[src/rtl/ram_port_ctrl.sv]
// Single-port RAM front end: zero-fills the array after reset, then maps valid/ready
// requests onto RAM accesses with a 2-entry response buffer. Optional: RAM_PORT_CTRL_WRACK_EN.
module ram_port_ctrl #(
    parameter int SIZE  = 32,
    parameter int DEPTH = 256,
    localparam int AW   = (DEPTH > 1) ? $clog2(DEPTH) : 1
) (
    input  logic            clk,
    input  logic            rst_n,
    input  logic            req_valid,
    output logic            req_ready,
    input  logic            req_write,
    input  logic [AW-1:0]   req_addr,
    input  logic [SIZE-1:0] req_wdata,
    output logic            rsp_valid,
    input  logic            rsp_ready,
    output logic [SIZE-1:0] rsp_rdata,
    output logic            rsp_write,
    output logic            init_done,
    output logic [AW-1:0]   ram_address,
    output logic [SIZE-1:0] ram_write_data,
    output logic            ram_write_en,
    input  logic [SIZE-1:0] ram_read_data
);

    typedef enum logic {INIT, RUN} state_t;

    localparam logic [AW-1:0] LAST_ADDR = AW'(DEPTH - 1);
    localparam logic [AW:0]   DEPTH_W   = (AW + 1)'(DEPTH);

    state_t          state;
    logic [AW-1:0]   init_cnt;

    logic            run;
    logic            addr_ok;
    logic            pop;
    logic            push;
    logic            credit_ok;
    logic            takes_credit;
    logic            accept;
    logic            issue;

    logic            inflight;
    logic            inflight_wr;
    logic            inflight_oob;
    logic [SIZE-1:0] push_data;

    logic [1:0]      count;
    logic            rd_ptr;
    logic            wr_ptr;
    logic [SIZE-1:0] fifo_data [2];
`ifdef RAM_PORT_CTRL_WRACK_EN
    logic            fifo_wr   [2];
`endif

    // ------------------------------------------------------------------
    // Request side
    // ------------------------------------------------------------------
    assign run       = (state == RUN);
    assign init_done = run;
    assign addr_ok   = ({1'b0, req_addr} < DEPTH_W);
    assign pop       = rsp_valid & rsp_ready;

    // Buffered + in-flight responses, less the one leaving this cycle, must leave a free slot.
    assign credit_ok = (({1'b0, count} + {2'b00, inflight} - {2'b00, pop}) < 3'd2);

`ifdef RAM_PORT_CTRL_WRACK_EN
    assign takes_credit = 1'b1;
    assign req_ready    = run & credit_ok;
`else
    assign takes_credit = ~req_write;
    assign req_ready    = run & (req_write | credit_ok);
`endif

    assign accept = req_valid & req_ready;
    assign issue  = accept & takes_credit;

    // NOTE: always_comb gives every output a default first so no path can infer a latch.
    always_comb begin
        ram_address    = '0;
        ram_write_data = '0;
        ram_write_en   = 1'b0;
        if (state == INIT) begin
            ram_address  = init_cnt;
            ram_write_en = rst_n;
        end else begin
            ram_address    = req_addr;
            ram_write_data = req_wdata;
            ram_write_en   = accept & req_write & addr_ok;
        end
    end

    // ------------------------------------------------------------------
    // Zero-fill sequencer
    // ------------------------------------------------------------------
    // NOTE: sequential state is updated with non-blocking assignments only.
    always_ff @(posedge clk or negedge rst_n) begin
        if (!rst_n) begin
            state    <= INIT;
            init_cnt <= '0;
        end else begin
            case (state)
                INIT: begin
                    if (init_cnt == LAST_ADDR) begin
                        state    <= RUN;
                        init_cnt <= '0;
                    end else begin
                        init_cnt <= init_cnt + AW'(1);
                    end
                end
                RUN:     state <= RUN;
                default: state <= INIT;
            endcase
        end
    end

    // ------------------------------------------------------------------
    // In-flight tracking: every credit-taking access retires one edge later.
    // ------------------------------------------------------------------
    always_ff @(posedge clk or negedge rst_n) begin
        if (!rst_n) begin
            inflight     <= 1'b0;
            inflight_wr  <= 1'b0;
            inflight_oob <= 1'b0;
        end else begin
            inflight     <= issue;
            inflight_wr  <= issue & req_write;
            inflight_oob <= issue & ~addr_ok;
        end
    end

    assign push      = inflight;
    assign push_data = (inflight_wr | inflight_oob) ? '0 : ram_read_data;

    // ------------------------------------------------------------------
    // Response buffer
    // ------------------------------------------------------------------
    always_ff @(posedge clk or negedge rst_n) begin
        if (!rst_n) begin
            count  <= 2'd0;
            rd_ptr <= 1'b0;
            wr_ptr <= 1'b0;
        end else begin
            if (push) wr_ptr <= ~wr_ptr;
            if (pop)  rd_ptr <= ~rd_ptr;
            count <= count + {1'b0, push} - {1'b0, pop};
        end
    end

    // NOTE: buffer storage is not reset; outputs are masked by rsp_valid, so stale words never escape.
    always_ff @(posedge clk) begin
        if (push) begin
            fifo_data[wr_ptr] <= push_data;
`ifdef RAM_PORT_CTRL_WRACK_EN
            fifo_wr[wr_ptr]   <= inflight_wr;
`endif
        end
    end

    assign rsp_valid = (count != 2'd0);
    assign rsp_rdata = rsp_valid ? fifo_data[rd_ptr] : '0;

`ifdef RAM_PORT_CTRL_WRACK_EN
    assign rsp_write = rsp_valid & fifo_wr[rd_ptr];
`else
    assign rsp_write = 1'b0;
`endif

    // ------------------------------------------------------------------
    // Invariants
    // ------------------------------------------------------------------
    a_count_bound : assert property (@(posedge clk) disable iff (!rst_n) count <= 2'd2);
    a_no_overflow : assert property (@(posedge clk) disable iff (!rst_n)
                                     !(push && !pop && count == 2'd2));
    a_rsp_hold    : assert property (@(posedge clk) disable iff (!rst_n)
                                     (rsp_valid && !rsp_ready) |=> (rsp_valid && $stable(rsp_rdata)));

endmodule

[config.mk]
export PLATFORM = sky130hd
export DESIGN_NAME = ram_port_ctrl
export DESIGN_NICKNAME = d
export VERILOG_FILES = /design/src/rtl/ram_port_ctrl.sv
export SDC_FILE = /design/constraint.sdc
export NUM_CORES = 1
export LEC_CHECK = 0
export ABC_AREA = 0
export CAP_MARGIN = 10
export CORE_AREA = 2 2 106 108
export DETAILED_ROUTE_END_ITERATION = 16
export DIE_AREA = 0 0 108 110
export GPL_TIMING_DRIVEN = 0
export HOLD_SLACK_MARGIN = 0.05
export PLACE_DENSITY = 0.78
export SLEW_MARGIN = 5
export SYNTH_ARGS = -nofsm -noshare
export SYNTH_HDL_FRONTEND = slang
export SYNTH_SLANG_ARGS = --single-unit
export TNS_END_PERCENT = 1
[constraint.sdc]
create_clock -name clk -period 3.43 [get_ports clk]
set_input_delay 1.029 -clock clk [delete_from_list [all_inputs] [get_ports clk]]
set_output_delay 1.029 -clock clk [all_outputs]
set_load 0.01 [all_outputs]
**Word-level counts from Yosys, hierarchy flattened**

Memory sizes are Yosys's and may differ from the RTL's.
Index checks and enable logic that the tools add are counted.

- Flip-flop bits (word level): 15
- Bits in writable memories: 64
- Logic and storage cells: 37
- Memories kept: 1

Memory list:

| name | words | width | read ports | clocked after memory_dff | write ports | line | text |
|---|---|---|---|---|---|---|---|
| fifo_data | 2 | 32 | 1 | 0 | 1 | 51 | `logic [SIZE-1:0] fifo_data [2];` |

- Add/sub/neg operators: 5
- Order comparisons: 1
- Equality and inequality tests: 1
- Mux-type cells: 10
- Bitwise operators: 11
- Reductions and logical operators: 1

Operator list:

| kind | count |
|---|---|
| $mux W32 | 3 |
| $mux W8 | 2 |
| $add A8 B1 Y8 const B | 1 |
| $eq A8 B8 Y1 const B | 1 |
| $and A1 B1 Y1 | 6 |
| $mux W1 | 4 |
| $not A1 Y1 | 4 |
| $add A2 B1 Y3 | 1 |
| $lt A3 B2 Y1 const B | 1 |
| $sub A3 B1 Y3 | 1 |
| $add A2 B1 Y2 | 1 |
| $pmux W1 S2 | 1 |
| $reduce_bool A2 Y1 | 1 |
| $sub A2 B1 Y2 | 1 |
| $or A1 B1 Y1 | 1 |

**Depth between registers and ports, before layout**

- Depth in word-level cells: 9
- Depth in mapped cells: 11
- Mapped depth without buffers: 11

**Worst setup path before layout**

Ideal clock, no wire load.

- Kind: in2out
- Start: input rsp_ready
- End: output req_ready
- Data arrival time: 2.492 ns
- Required time: 2.401 ns
- Setup slack: -0.091 ns
- Stages on the path: 9
- Cells stage by stage: and2_1 ha_1 inv_1 ha_1 inv_1 fa_1 xnor2_1 a21oi_1 nor2b_1

- Longest elaborated chain between the ends: 5

Ends and longest elaborated chain:

| item | line | text |
|---|---|---|
| start, declared | 16 | `input logic rsp_ready,` |
| $and A1 B1 Y1 | 62 | `assign pop = rsp_valid & rsp_ready;` |
| $sub A3 B1 Y3 | 65 | `assign credit_ok = (({1'b0, count} + {2'b00, inflight} - {2'b00, pop}) < 3'd2);` |
| $lt A3 B2 Y1 | 65 |  |
| $or A1 B1 Y1 | 72 | `assign req_ready = run & (req_write \| credit_ok);` |
| $and A1 B1 Y1 | 72 |  |
| end, declared | 11 | `output logic req_ready,` |

Every way passes these cells.

**Final worst setup path**

- Start: input rsp_ready
- End: output req_ready

- Longest elaborated chain between the ends: 5

Ends and longest elaborated chain:

| item | line | text |
|---|---|---|
| $and A1 B1 Y1 | 62 |  |
| named net pop | 36 | `logic pop;` |
| $sub A3 B1 Y3 | 65 |  |
| $lt A3 B2 Y1 | 65 |  |
| $or A1 B1 Y1 | 72 |  |
| $and A1 B1 Y1 | 72 |  |

The timed path passes the listed nets, and every way through them passes these cells.

==> reports/summary.txt <==
Status -> complete, but fails checks
Violations in the final reports -> setup timing
GRT Total Usage -> 0.1448
Num Clock Sinks -> 79
Crit path DAT -> 2.54 ns
GRT overflow -> 0
Post-Syn Area -> 3651 um2
Reg area -> 2297 um2
Vias in the first global route -> 2,675
Fill cell count -> 940
Crit-path cells -> buf_6, and2_4, ha_4, inv_2, ha_4, inv_2, fa_2, xnor2_2, a21oi_2, nor2b_2, buf_2
Placed Cells -> 575
Ant diodes -> 0
Clock latency on the worst-skew pair -> 0.34 ns
Yosys reg bits -> 79
Hold Path Class -> reg -> reg
CP Class -> in -> out
Fin. max-slew vios -> 0
NumNets Final -> 529
1st-pass router iterations -> 4
RSZ-0062 raised after global routing -> yes
Num CTS Buffers -> 9
Clock Skew -> 0.008765 ns
Area of the multi-input gates -> 1316 um2
Vias/cell -> 4.573
Initial antenna violation count -> 0
Total die area -> 11,880 um2
Post-synth top area cell -> edfxtp_1
Gpl congestion -> 0.7818
Slew Limit Headroom -> 0.4376
CTS root buffer -> clkbuf_8
Count leader, synth -> edfxtp_1
Seq pwr share -> 0.376
Largest net degree at the start of global routing -> 33
Netlist cell types -> 32
Required @ worst endpoint -> 2.40 ns
Die Y -> 110 um
Crit path max-delay cell type -> fa_2
YS warnings -> 0
CTS hold repair buffers -> 0
Most instantiated cells after synthesis -> edfxtp_1, and2_1, nor2b_1
H-tree levels -> 3
Crit-path max cell delay -> 0.36 ns
Int Power -> 0.002013 W
Buf/Inv on CP -> 4
First-pass GRT wire length -> 12,880 um
DRT antenna net count -> 0
Asr flop ratio synth -> 0.1899
Finished Layout Cells -> 592
F_max -> 280.4 MHz
Rows -> 38
Max Cap Viol -> 0
Syn_area_per_cell -> 12.99 um2
Area growth syn-to-layout -> 54.18%
Cell family with most CP delay -> adder cells
CP endpoint kind -> primary output
Crit path time final -> 3.566 ns
Fin. Hold Viols -> 0
Clock power share -> 0.229
Post-synth EDFFs -> 64
Worst-Margin Slew -> 0.8436 ns
Critical Path Source Type -> primary input
PortBufs -> 152
Leak Pwr -> 2.107 nW
Top cell type's share of synthesized area -> 0.5264
P_sw -> 0.0008550 W
I/O pin cnt -> 154
Core Box Area -> 10,700 um2
HPWL after detailed placement -> 6319 um
Logic pwr share -> 0.395
Routed wire length -> 8505 um
CTS tree -> done
Layout cells sized above 1 -> 0.1150
Sequential fraction of the synthesis area -> 0.6292
Final setup vio count -> 1
Initial Util -> 0.3413
Period utilisation layout -> 1.040
Main synth FF type -> edfxtp_1
Synth area leaders -> edfxtp_1, dfrtp_1, mux2i_1, and2_1, nor2b_1
Fin Setup TNS -> -0.1364 ns
Setup ws final -> -0.1364 ns
Die span in x -> 108 um
Largest fanout on the critical path -> 2
Clock Tree Buf Depth -> 2
Synthesized instance count -> 281
Utilization after layout -> 0.5262
Clock transition at path regs -> 0.08 ns
Worst vdd ir -> 0.2298 mV
DRT iter0 DRCs -> 98
Pwr Density -> 509.4 nW/um2
Switching share of power -> 0.2982
DRC -> 0
Avg WL per Cell -> 14.37 um
Via count -> 2,707
[repair_timing]
item	in CTS	in global routing
setup buffers	2	0
resized for setup	18	1
pin swaps	5	4
endpoints found under the setup margin	2	2
[cell type report]
class | instances | area share
clock buffers | 9 | 0.02200
multi-input cells | 181 | 0.2338
plain buffers | 16 | 0.01400
repair buffers | 155 | 0.2758
well taps | 140 | 0.03112
flip-flops and latches | 79 | 0.4081
inverters | 6 | 0.004001
clock inverters | 6 | 0.01111
[cells by family (layout without fill, tap and decap cells)]
kind of cell	Yosys count	count (layout)	share of synthesized area
XOR/XNOR	7	7	0.01679
flip-flops	79	79	0.6292
multiplexers	41	41	0.1155
AO/OA/AOI/OAI	9	9	0.01611
buffers and inverters	22	192	0.02776
adder cells (fa/ha/maj)	4	4	0.01577
AND/OR/NAND/NOR	118	118	0.1779
other	1	2	0.001027
[metal layers]
| metal | GRT usage | vias up | wire, um |
|---|---|---|---|
| met4 | 0.05678 | 0 | 154 |
| met1 | 0.1540 | 1279 | 3280 |
| met3 | 0.04644 | 13 | 648 |
| li1 | - | 1296 | - |
| met5 | 0 | - | 0 |
| met2 | 0.2668 | 119 | 4422 |
[layout by cell type (no fill, tap or decap), types with 3 or more instances in the layout]
| master | instances |
|---|---|
| dfrtp_1 | 15 |
| nor2_1 | 32 |
| buf_2 | 4 |
| clkbuf_8 | 9 |
| nor2b_1 | 32 |
| mux2_2 | 9 |
| edfxtp_1 | 64 |
| clkbuf_1 | 9 |
| buf_4 | 6 |
| inv_1 | 4 |
| clkinvlp_4 | 3 |
| nand2_1 | 6 |
| mux2i_1 | 32 |
| xnor2_1 | 4 |
| and2_1 | 32 |
| clkdlybuf4s50_1 | 149 |
[stage by stage]
stage	power, W	setup slack, ns	cell area, um2	hold slack (ns)
6_report	0.002868	-0.1364	5629	0.5249
5_1_grt	0.003022	-0.2099	5629	0.5582
4_1_cts	0.002905	-0.1724	5630	0.5286
3_5_place_dp	0.002203	-1.007	5399	0.5152
3_3_place_gp	0.002189	-0.9506	5370	0.4697
2_1_floorplan	0.001652	0.01867	3674	0.4555
[worst register-to-register path, cell delays in order (launching register included)]
cell and delay, ns:
dfrtp_1 0.47, nor2_4 0.15, inv_1 0.06, and2_4 0.16, ha_4 0.20, inv_2 0.06, ha_4 0.12, inv_2 0.03
fa_2 0.36, xnor2_2 0.18, nand2_1 0.08, nor3_1 0.19
[flip-flops by register name, summed over array words and instances, names as in the netlist]
name	cells
fifo_data	64
wr_ptr	1
inflight_wr	1
init_done	1
rd_ptr	1
init_cnt	8
count	2
inflight	1
[final timing paths]
check / to / depth (start not counted) / from / slack, ns
setup / recovery: req_ready / 11 / rsp_ready / -0.14
hold / removal: init_cnt[6] / 1 / init_cnt[6] / 0.52
setup reg to reg: inflight / 11 / count[1] / 1.28
hold reg to reg: init_cnt[6] / 1 / init_cnt[6] / 0.52
max in group asynchronous: rd_ptr / 1 / rst_n / 2.46
min in group asynchronous: init_cnt[4] / 1 / rst_n / 0.69
[power groups by stage]
stage          sequential [W]  combinational, W  clock [W]
2_1_floorplan         0.00109          0.000563          0
3_3_place_gp          0.00109           0.00110          0
3_5_place_dp          0.00109           0.00111          0
4_1_cts               0.00108           0.00116   0.000673
5_1_grt               0.00108           0.00123   0.000712
6_report              0.00108           0.00113   0.000657
Power figures use the tool's default switching activity.
